<file path="config.mk">
export PLATFORM = sky130hd
export DESIGN_NAME = v_irq_unit_flat
export DESIGN_NICKNAME = d
export VERILOG_FILES = /design/src/rtl/v_irq_pkg.sv /design/src/rtl/v_irq_if.sv /design/src/rtl/v_irq_src_sel.sv /design/src/rtl/v_irq_unit.sv /design/src/flat_wrapper.sv
export SDC_FILE = /design/constraint.sdc
export NUM_CORES = 1
export LEC_CHECK = 0
export CORE_ASPECT_RATIO = 1.4
export CORE_UTILIZATION = 26
export CTS_CLUSTER_DIAMETER = 120
export CTS_CLUSTER_SIZE = 24
export DETAILED_ROUTE_END_ITERATION = 8
export GPL_TIMING_DRIVEN = 0
export PLACE_DENSITY = 0.79
export SETUP_SLACK_MARGIN = 0.4
export SLEW_MARGIN = 20
export SYNTH_ARGS = -nofsm -noshare
export SYNTH_HDL_FRONTEND = slang
export SYNTH_HIERARCHICAL = 1
export SYNTH_SLANG_ARGS = --single-unit
</file>
<file path="constraint.sdc">
create_clock -name clk -period 0.8 [get_ports clk]
set_input_delay 0.24 -clock clk [delete_from_list [all_inputs] [get_ports clk]]
set_output_delay 0.24 -clock clk [all_outputs]
set_load 0.005 [all_outputs]
</file>
<file path="src/rtl/v_irq_pkg.sv">
// Shared constants and VICVectCntl field helpers for the vectored IRQ slot.
// Optional source-index output is enabled with VIRQ_SRC_OUT_EN.
package v_irq_pkg;

    localparam int VIRQ_EN_BIT      = 5;
    localparam int VIRQ_SRC_W       = 5;
    localparam int VIRQ_NUM_SRC_MAX = 32;

    function automatic logic vect_cntl_en(input logic [31:0] word);
        return word[VIRQ_EN_BIT];
    endfunction

    function automatic logic [VIRQ_SRC_W-1:0] vect_cntl_src(
        input logic [31:0] word
    );
        return word[VIRQ_SRC_W-1:0];
    endfunction

endpackage

</file>
<file path="src/rtl/v_irq_if.sv">
// Control/status/request bundle of one vectored IRQ slot.
// vIRQSrc exists only when VIRQ_SRC_OUT_EN is defined.
interface v_irq_if;
    import v_irq_pkg::*;

    logic [31:0]           top_reg_VICVectCntlx;
    logic [31:0]           IRQStatus;
    logic                  vIRQRequest;
`ifdef VIRQ_SRC_OUT_EN
    logic [VIRQ_SRC_W-1:0] vIRQSrc;
`endif

`ifdef VIRQ_SRC_OUT_EN
    modport master (
        output top_reg_VICVectCntlx,
        output IRQStatus,
        input  vIRQRequest,
        input  vIRQSrc
    );
    modport slave (
        input  top_reg_VICVectCntlx,
        input  IRQStatus,
        output vIRQRequest,
        output vIRQSrc
    );
`else
    modport master (
        output top_reg_VICVectCntlx,
        output IRQStatus,
        input  vIRQRequest
    );
    modport slave (
        input  top_reg_VICVectCntlx,
        input  IRQStatus,
        output vIRQRequest
    );
`endif

endinterface

</file>
<file path="src/rtl/v_irq_src_sel.sv">
// Status-bit mux: picks IRQStatus[src_idx], 0 for unimplemented sources.
// Only the addressed bit is read, so X on other bits cannot leak through.
module v_irq_src_sel
    import v_irq_pkg::*;
#(
    parameter int NUM_SRC = VIRQ_NUM_SRC_MAX,
    parameter int SRC_W   = VIRQ_SRC_W
) (
    input  logic [SRC_W-1:0]            src_idx,
    input  logic [VIRQ_NUM_SRC_MAX-1:0] status,
    output logic                        sel
);

    always_comb begin
        sel = 1'b0;
        for (int i = 0; i < NUM_SRC; i++) begin
            if (src_idx == SRC_W'(i)) begin
                sel = status[i];
            end
        end
    end

endmodule

</file>
<file path="src/rtl/v_irq_unit.sv">
// One vectored IRQ slot: enable-gated source select, registered request.
// Define VIRQ_SRC_OUT_EN to also register the active source index.
module v_irq_unit
    import v_irq_pkg::*;
#(
    parameter int NUM_SRC = VIRQ_NUM_SRC_MAX,
    parameter int SRC_W   = VIRQ_SRC_W
) (
    input  logic    clk,
    input  logic    rst_n,
    v_irq_if.slave  irq
);

    logic [SRC_W-1:0] src_idx;
    logic             src_sel;
    logic             req_d;
    logic             req_q;
    logic             unused_ctrl_hi;

    assign src_idx        = vect_cntl_src(irq.top_reg_VICVectCntlx);
    assign unused_ctrl_hi = ^irq.top_reg_VICVectCntlx[31:6];

    v_irq_src_sel #(
        .NUM_SRC (NUM_SRC),
        .SRC_W   (SRC_W)
    ) u_src_sel (
        .src_idx (src_idx),
        .status  (irq.IRQStatus),
        .sel     (src_sel)
    );

    always_comb begin
        req_d = vect_cntl_en(irq.top_reg_VICVectCntlx) & src_sel;
    end

    always_ff @(posedge clk or negedge rst_n) begin
        if (!rst_n) begin
            req_q <= 1'b0;
        end else begin
            req_q <= req_d;
        end
    end

    assign irq.vIRQRequest = req_q;

`ifdef VIRQ_SRC_OUT_EN
    logic [SRC_W-1:0] src_d;
    logic [SRC_W-1:0] src_q;

    always_comb begin
        src_d = '0;
        if (req_d) begin
            src_d = src_idx;
        end
    end

    always_ff @(posedge clk or negedge rst_n) begin
        if (!rst_n) begin
            src_q <= '0;
        end else begin
            src_q <= src_d;
        end
    end

    assign irq.vIRQSrc = src_q;
`endif

endmodule

</file>
<file path="src/flat_wrapper.sv">
// flat-port wrapper written by rule: the top's interface ports become plain ports
module v_irq_unit_flat import v_irq_pkg::*;
#(
    parameter int NUM_SRC = VIRQ_NUM_SRC_MAX,
    parameter int SRC_W   = VIRQ_SRC_W
)
  (clk, rst_n, irq_top_reg_VICVectCntlx, irq_IRQStatus, irq_vIRQRequest);
  v_irq_if irq_i ();
  input  logic clk;
  input  logic rst_n;
  input wire logic [$bits(irq_i.top_reg_VICVectCntlx)-1:0] irq_top_reg_VICVectCntlx;
  input wire logic [$bits(irq_i.IRQStatus)-1:0] irq_IRQStatus;
  output wire logic [$bits(irq_i.vIRQRequest)-1:0] irq_vIRQRequest;
  assign irq_i.top_reg_VICVectCntlx = irq_top_reg_VICVectCntlx;
  assign irq_i.IRQStatus = irq_IRQStatus;
  assign irq_vIRQRequest = irq_i.vIRQRequest;
  v_irq_unit #(.NUM_SRC(NUM_SRC), .SRC_W(SRC_W)) u_core (.clk(clk), .rst_n(rst_n), .irq(irq_i));
endmodule
</file>
==> Flow_metrics.wiki, run 1 <==
{| class="wikitable"
! Metric !! Value
|-
| Flip-flop and latch count after synthesis || 1
|-
| Switching Share || 37.4%
|-
| Final worst path period share || 215%
|-
| Post-route insts no fill || 146
|-
| Fin util || 58.3%
|-
| Gate Count Post-Synth || 76
|-
| Endpoint required time on the critical path || 0.68 ns
|-
| Pre-Repair DR Iteration Count || 4
|-
| CP endpoint || u_core/irq.vIRQRequest
|-
| Top-Level Pins || 67
|-
| Cell Int Power || 0.383 mW
|-
| Combinational share of power || 90.6%
|-
| Sequential cell area fraction in the yosys report || 4.47%
|-
| Mean routed wirelength per cell || 16.3 µm
|-
| Commonest non-fill, non-tap cells in the layout || clkdlybuf4s50_1, buf_4, nand2_1
|-
| RD Place Congestion || 0.868
|-
| Wire length of the first global-routing pass || 3.73 mm
|-
| Largest fanout on the critical path || 4
|-
| Chip Width || 41.2 µm
|-
| FP Rows || 19
|-
| Critical path origin || irq_top_reg_VICVectCntlx[1]
|-
| Total global routing overflow || 0
|-
| Final worst slack || -0.923 ns
|-
| Violation count after the first detailed-routing iteration || 18
|-
| Clock-pin slew on the worst setup and hold paths || 0 ns
|-
| Post-synthesis xor/xnor area fraction || 0%
|-
| RSZ-0062 raised after global routing || true
|-
| Max cap viols || 0
|-
| Number of vias in the routed layout || 843
|-
| Number of hold violations in the final report || 0
|-
| Part of the total power dissipated in the clock network || 0%
|-
| Max IR drop VDD || 248 µV
|-
| Placed cell count || 137
|-
| Sw Pwr || 0.229 mW
|-
| Result of the run || finished, violations left
|-
| Number of flip-flops under the largest register name || 1
|-
| GRT Resource Usage Total || 21.5%
|-
| Synthesis Warnings || 6
|-
| Avg Vias per Cell || 5.77
|-
| Total of endpoints with negative setup slack in the final report || 1
|-
| Violated checks || setup timing
|-
| DR DRC count || 0
|-
| Count of port buffers added during placement || 40
|-
| Post-synth cell types || 41
|-
| Die area || 2340 µm²
|-
| Type of the most critical hold path || input pin to asynchronous set/reset pin
|-
| Critical setup path kind || input pin to flip-flop
|-
| Worst max-slew margin expressed relative to the limit || 81.0%
|-
| Async S/R FF share, synth || 100%
|-
| Post-synthesis compound-gate area fraction || 33.3%
|-
| Height of the die || 56.9 µm
|-
| Initial antenna violation count || 0
|-
| CP endpoint kind || flip-flop
|-
| Critical path startpoint category || input pin
|-
| Antenna Nets Post-Route || 0
|-
| Net count after synthesis || 142
|-
| Antenna diode instance count || 0
|-
| Relative contribution of sequential cells to total power || 9.4%
|-
| Post-synth design cell area || 559 µm²
|-
| Combinational family with the most area after synthesis || compound AO/OA/AOI/OAI gates
|-
| Std-Cell Core Area || 2000 µm²
|-
| Starting Density || 28.0%
|-
| Routed Wire Length || 2.38 mm
|-
| Count of fill cells added during filler insertion || 176
|-
| Via count of the first global-routing pass || 906
|-
| Total power of the final layout || 0.611 mW
|-
| Fmax achieved || 580 MHz
|-
| Number of synthesized flops with an enable pin || 0
|-
| Number of nets at the end of the flow || 193
|-
| Fraction of the mapped netlist area in adder cells || 0%
|-
| Critical Path AT || 1.60 ns
|-
| Ratio of cells with drive above 1 in the final layout || 37.6%
|-
| Maximum number of pins on one net before global-route repair || 11
|-
| Most frequent standard cell in the layout excluding fill and tap cells || clkdlybuf4s50_1
|-
| Post-synthesis average cell area || 7.36 µm²
|-
| LEAKAGE || 0.514 nW
|-
| Tmin final || 1.72 ns
|-
| Share of synthesized area spent on multiplexers || 17.0%
|-
| Setup TNS || -0.923 ns
|-
| Synth Flop Type || dfrtp_1
|-
| Placed wire-length estimate || 1.50 mm
|-
| Layout overhead on the synthesized area || 108%
|-
| Actual transition at the worst max-transition pin || 0.282 ns
|-
| Cell Pwr Density || 525 nW/µm²
|-
| Simple logic cell fraction of the synthesized area || 33.1%
|-
| Count of final max-slew check failures || 0
|}
==> stage by stage <==
step	hold WS, ns	cell area [µm²]	setup WS, ns
final	0.132	1160	-0.923
after global routing	0.137	1160	-1.00
after CTS	0.134	1130	-0.889
after detailed placement	0.394	988	-1.39
after global placement	0.389	988	-1.37
after floorplan	-0.0556	562	-0.701
==> Yosys cell counts (2+ instances only) <==
master | instances | area share [%]
inv_1 | 3 | 2.0
o32ai_1 | 2 | 3.1
nor4_1 | 3 | 3.4
and3_1 | 2 | 2.2
mux2i_1 | 5 | 8.9
nand2b_1 | 3 | 3.4
a2111oi_0 | 2 | 3.1
mux2_2 | 2 | 4.0
nand2_1 | 9 | 6.0
a21oi_1 | 4 | 3.6
buf_2 | 3 | 2.7
nor3_1 | 4 | 3.6
nor2_1 | 3 | 2.0
o21ai_0 | 3 | 2.7
nor3b_1 | 2 | 2.7
==> timing repair <==
action | 4_1_cts | 5_1_grt
hold buffers | 0 | 0
pin swaps | 15 | 7
setup endpoints to repair | 3 | 2
buffers inserted | 8 | 0
gates resized for setup | 73 | 14
gates cloned | 1 | 0
==> how the worst min path moves through the flow <==
stage,startpoint,slack [ns],to,depth (start not counted)
after floorplan,rst_n,-0.06,u_core/irq.vIRQRequest,0
after detailed placement,rst_n,0.39,u_core/irq.vIRQRequest,1
after CTS,rst_n,0.13,u_core/irq.vIRQRequest,1
after global placement,rst_n,0.39,u_core/irq.vIRQRequest,1
after global routing,rst_n,0.14,u_core/irq.vIRQRequest,1
final,rst_n,0.13,u_core/irq.vIRQRequest,1
==> metal layers <==
layer | GRT usage (%) | vias up | wire length, µm
met5 | 0 | - | 0
met4 | 5.53 | 0 | 51
met3 | 1.58 | 8 | 183
met2 | 40.2 | 46 | 1280
met1 | 23.5 | 386 | 867
li1 | - | 403 | -
==> power by group through the flow <==
stage,registers (mW),logic (mW),clock network (mW)
floorplan,0.0587,0.205,0
global placement,0.0576,0.453,0
detailed placement,0.0576,0.456,0
CTS,0.0574,0.530,0
global route,0.0575,0.591,0
finish,0.0574,0.554,0
==> logic make-up (layout without fill, tap and decap cells) <==
logic type      after synthesis  count (layout)
simple gates                 33              33
compound gates               24              24
buf+inv                      10              59
mux                           8               8
flops                         1               1
==> worst max-delay path, cell delays in order <==
cell      delay [ns]
buf_8           0.10
buf_6           0.12
or3b_4          0.41
o31a_1          0.11
o22a_1          0.20
o32ai_2         0.13
o211ai_1        0.14
and2_1          0.15
==> cell type report <==
type                    instances  area [µm²]  area share (%)
inverters                       3        15.0            1.29
multi-input cells              65         571            49.0
flip-flops and latches          1        25.0            2.15
plain buffers                   7        76.3            6.56
repair buffers                 49         450            38.7
well taps                      21        26.3            2.26
Note: power is estimated with default switching activity, not from simulation.
==> run 2, diff against run 1 <==
--- a/config.mk
+++ b/config.mk
@@ -6,13 +6,11 @@
 export NUM_CORES = 1
 export LEC_CHECK = 0
 export CORE_ASPECT_RATIO = 1.4
-export CORE_UTILIZATION = 26
-export CTS_CLUSTER_DIAMETER = 120
+export CORE_UTILIZATION = 24
 export CTS_CLUSTER_SIZE = 24
 export DETAILED_ROUTE_END_ITERATION = 8
 export GPL_TIMING_DRIVEN = 0
-export PLACE_DENSITY = 0.79
-export SETUP_SLACK_MARGIN = 0.4
+export PLACE_DENSITY = 0.77
 export SLEW_MARGIN = 20
 export SYNTH_ARGS = -nofsm -noshare
 export SYNTH_HDL_FRONTEND = slang
==> constraint.sdc (replaced) <==
create_clock -name clk -period 1.4 [get_ports clk]
set_input_delay 0.42 -clock clk [delete_from_list [all_inputs] [get_ports clk]]
set_output_delay 0.42 -clock clk [all_outputs]
set_load 0.005 [all_outputs]
==> Flow_metrics.wiki, run 2 (synthesis gave the netlist of run 1 again) <==
{| class="wikitable"
! Metric !! Value
|-
| Result of the run || finished, violations left
|-
| Violated checks || setup timing
|-
| Largest fanout on the critical path || 2
|-
| Critical path startpoint category || input pin
|-
| Part of the total power dissipated in the clock network || 0%
|-
| Number of hold violations in the final report || 0
|-
| Buffers & Inverters on Critical Path || 1
|-
| Actual transition at the worst max-transition pin || 0.302 ns
|-
| CP endpoint kind || flip-flop
|-
| Number of vias in the routed layout || 857
|-
| Initial antenna violation count || 0
|-
| Total power of the final layout || 0.351 mW
|-
| Top-Level Pins || 67
|-
| Count of final max-slew check failures || 0
|-
| Routed Wire Length || 2.46 mm
|-
| Largest delay share family, worst path || compound AO/OA/AOI/OAI gates
|-
| Cell Int Power || 0.219 mW
|-
| Type of the most critical hold path || input pin to asynchronous set/reset pin
|-
| Std-Cell Core Area || 2180 µm²
|-
| LEAKAGE || 0.472 nW
|-
| Violation count after the first detailed-routing iteration || 26
|-
| Chip Width || 42.8 µm
|-
| Clock-pin slew on the worst setup and hold paths || 0 ns
|-
| Antenna Nets Post-Route || 0
|-
| Tmin final || 1.92 ns
|-
| DR DRC count || 0
|-
| Placed wire-length estimate || 1.59 mm
|-
| Via count of the first global-routing pass || 939
|-
| Cell-by-cell listing of the critical path || clkdlybuf4s15_1, a21oi_2, a221oi_4, a2111oi_2, o41a_1, o211ai_1, and2_1
|-
| Combinational share of power || 90.6%
|-
| Starting Density || 25.7%
|-
| Worst max-slew margin expressed relative to the limit || 79.7%
|-
| Switching Share || 37.6%
|-
| Max IR drop VDD || 107 µV
|-
| Layout overhead on the synthesized area || 103%
|-
| CP max stage cell || o41a_1
|-
| RD Place Congestion || 0.881
|-
| Mean routed wirelength per cell || 16.9 µm
|-
| Final worst slack || -0.523 ns
|-
| Number of flip-flops under the largest register name || 1
|-
| Count of port buffers added during placement || 40
|-
| Avg Vias per Cell || 5.87
|-
| Die area || 2530 µm²
|-
| Total global routing overflow || 0
|-
| Commonest non-fill, non-tap cells in the layout || clkdlybuf4s50_1, buf_4, nand2_1
|-
| Final worst path period share || 137%
|-
| Wire length of the first global-routing pass || 4.17 mm
|-
| FP Rows || 20
|-
| Endpoint required time on the critical path || 1.33 ns
|-
| Total of endpoints with negative setup slack in the final report || 1
|-
| Height of the die || 59.1 µm
|-
| Critical Path AT || 1.86 ns
|-
| Pre-Repair DR Iteration Count || 4
|-
| Number of nets at the end of the flow || 192
|-
| Relative contribution of sequential cells to total power || 9.4%
|-
| Count of fill cells added during filler insertion || 205
|-
| Standard cell area after detailed placement || 990 µm²
|-
| GRT Resource Usage Total || 20.7%
|-
| RSZ-0062 raised after global routing || true
|-
| Max cap viols || 0
|-
| Longest individual stage delay on the worst path || 0.43 ns
|-
| Fmax achieved || 520 MHz
|-
| Sw Pwr || 0.132 mW
|-
| Cell Pwr Density || 309 nW/µm²
|-
| Area of all placed cells without fillers || 1130 µm²
|-
| Ratio of cells with drive above 1 in the final layout || 33.9%
|-
| Most frequent standard cell in the layout excluding fill and tap cells || clkdlybuf4s50_1
|-
| Critical setup path kind || input pin to flip-flop
|-
| Maximum number of pins on one net before global-route repair || 11
|-
| Antenna diode instance count || 0
|}
## run 2: cell count changes in the layout (fill, tap and decap cells not counted)
| cell | change |
|---|---|
| clkbuf_2 | -1 |
| nor4_1 | +1 |
| nor3b_1 | +1 |
| clkinvlp_4 | -1 |
| buf_4 | -1 |
| nor3b_2 | -1 |
| buf_8 | -1 |
| nand2_2 | +1 |
| nand2_1 | -1 |
| clkdlybuf4s15_1 | +1 |
| dlymetal6s2s_1 | -4 |
| nor4_2 | -1 |
| inv_1 | +1 |
| clkdlybuf4s50_1 | +5 |
## run 2: layout make-up
type / instances / area, µm² / share of cell area, %
Multi-Input combinational cell: 65 / 562 / 49.5
Sequential cell: 1 / 25.0 / 2.21
Inverter: 3 / 11.3 / 0.992
Buffer: 7 / 76.3 / 6.73
Tap cell: 22 / 27.5 / 2.43
Timing Repair Buffer: 48 / 433 / 38.1
## run 2: per-stage QoR
| stage | setup TNS (ns) | setup WS [ns] | std cells | hold WS (ns) | util, % |
|---|---|---|---|---|---|
| after floorplan | -0.281 | -0.281 | 76 | 0.124 | - |
| after global placement | -0.955 | -0.955 | 138 | 0.569 | 45.5 |
| after detailed placement | -0.973 | -0.973 | 138 | 0.574 | 45.5 |
| after CTS | -0.506 | -0.506 | 146 | 0.574 | 51.7 |
| after global routing | -0.561 | -0.561 | 146 | 0.587 | 52.1 |
| final | -0.523 | -0.523 | 146 | 0.572 | 52.1 |
## run 2: final timing paths
path	slack, ns	endpoint	cells past startpoint	startpoint
min	0.57	u_core/irq.vIRQRequest	1	rst_n
max	-0.52	u_core/irq.vIRQRequest	7	irq_IRQStatus[12]
min in group clk	0.99	u_core/irq.vIRQRequest	2	irq_top_reg_VICVectCntlx[5]
max in group asynchronous	0.73	u_core/irq.vIRQRequest	1	rst_n
## run 2: power by group through the flow
stage | Clock, mW | Combinational, mW | Sequential, mW
floorplan | 0 | 0.117 | 0.0335
global placement | 0 | 0.259 | 0.0329
detailed placement | 0 | 0.264 | 0.0332
CTS | 0 | 0.306 | 0.0333
global route | 0 | 0.338 | 0.0334
finish | 0 | 0.317 | 0.0331
## run 2: layer usage
metal	GRT usage (%)	routed length, µm	vias up
met5	0	0	-
met4	7.59	88	0
met3	2.44	162	12
met2	40.5	1320	44
met1	22.0	887	398
li1	-	-	403
## run 2: timing repair
action,in CTS,in global routing
gates cloned,2,0
resized for setup,71,5
endpoints found under the setup margin,1,1
hold buffers,0,0
hold endpoints to repair,0,0
pin swaps,13,3
buffers inserted,6,0
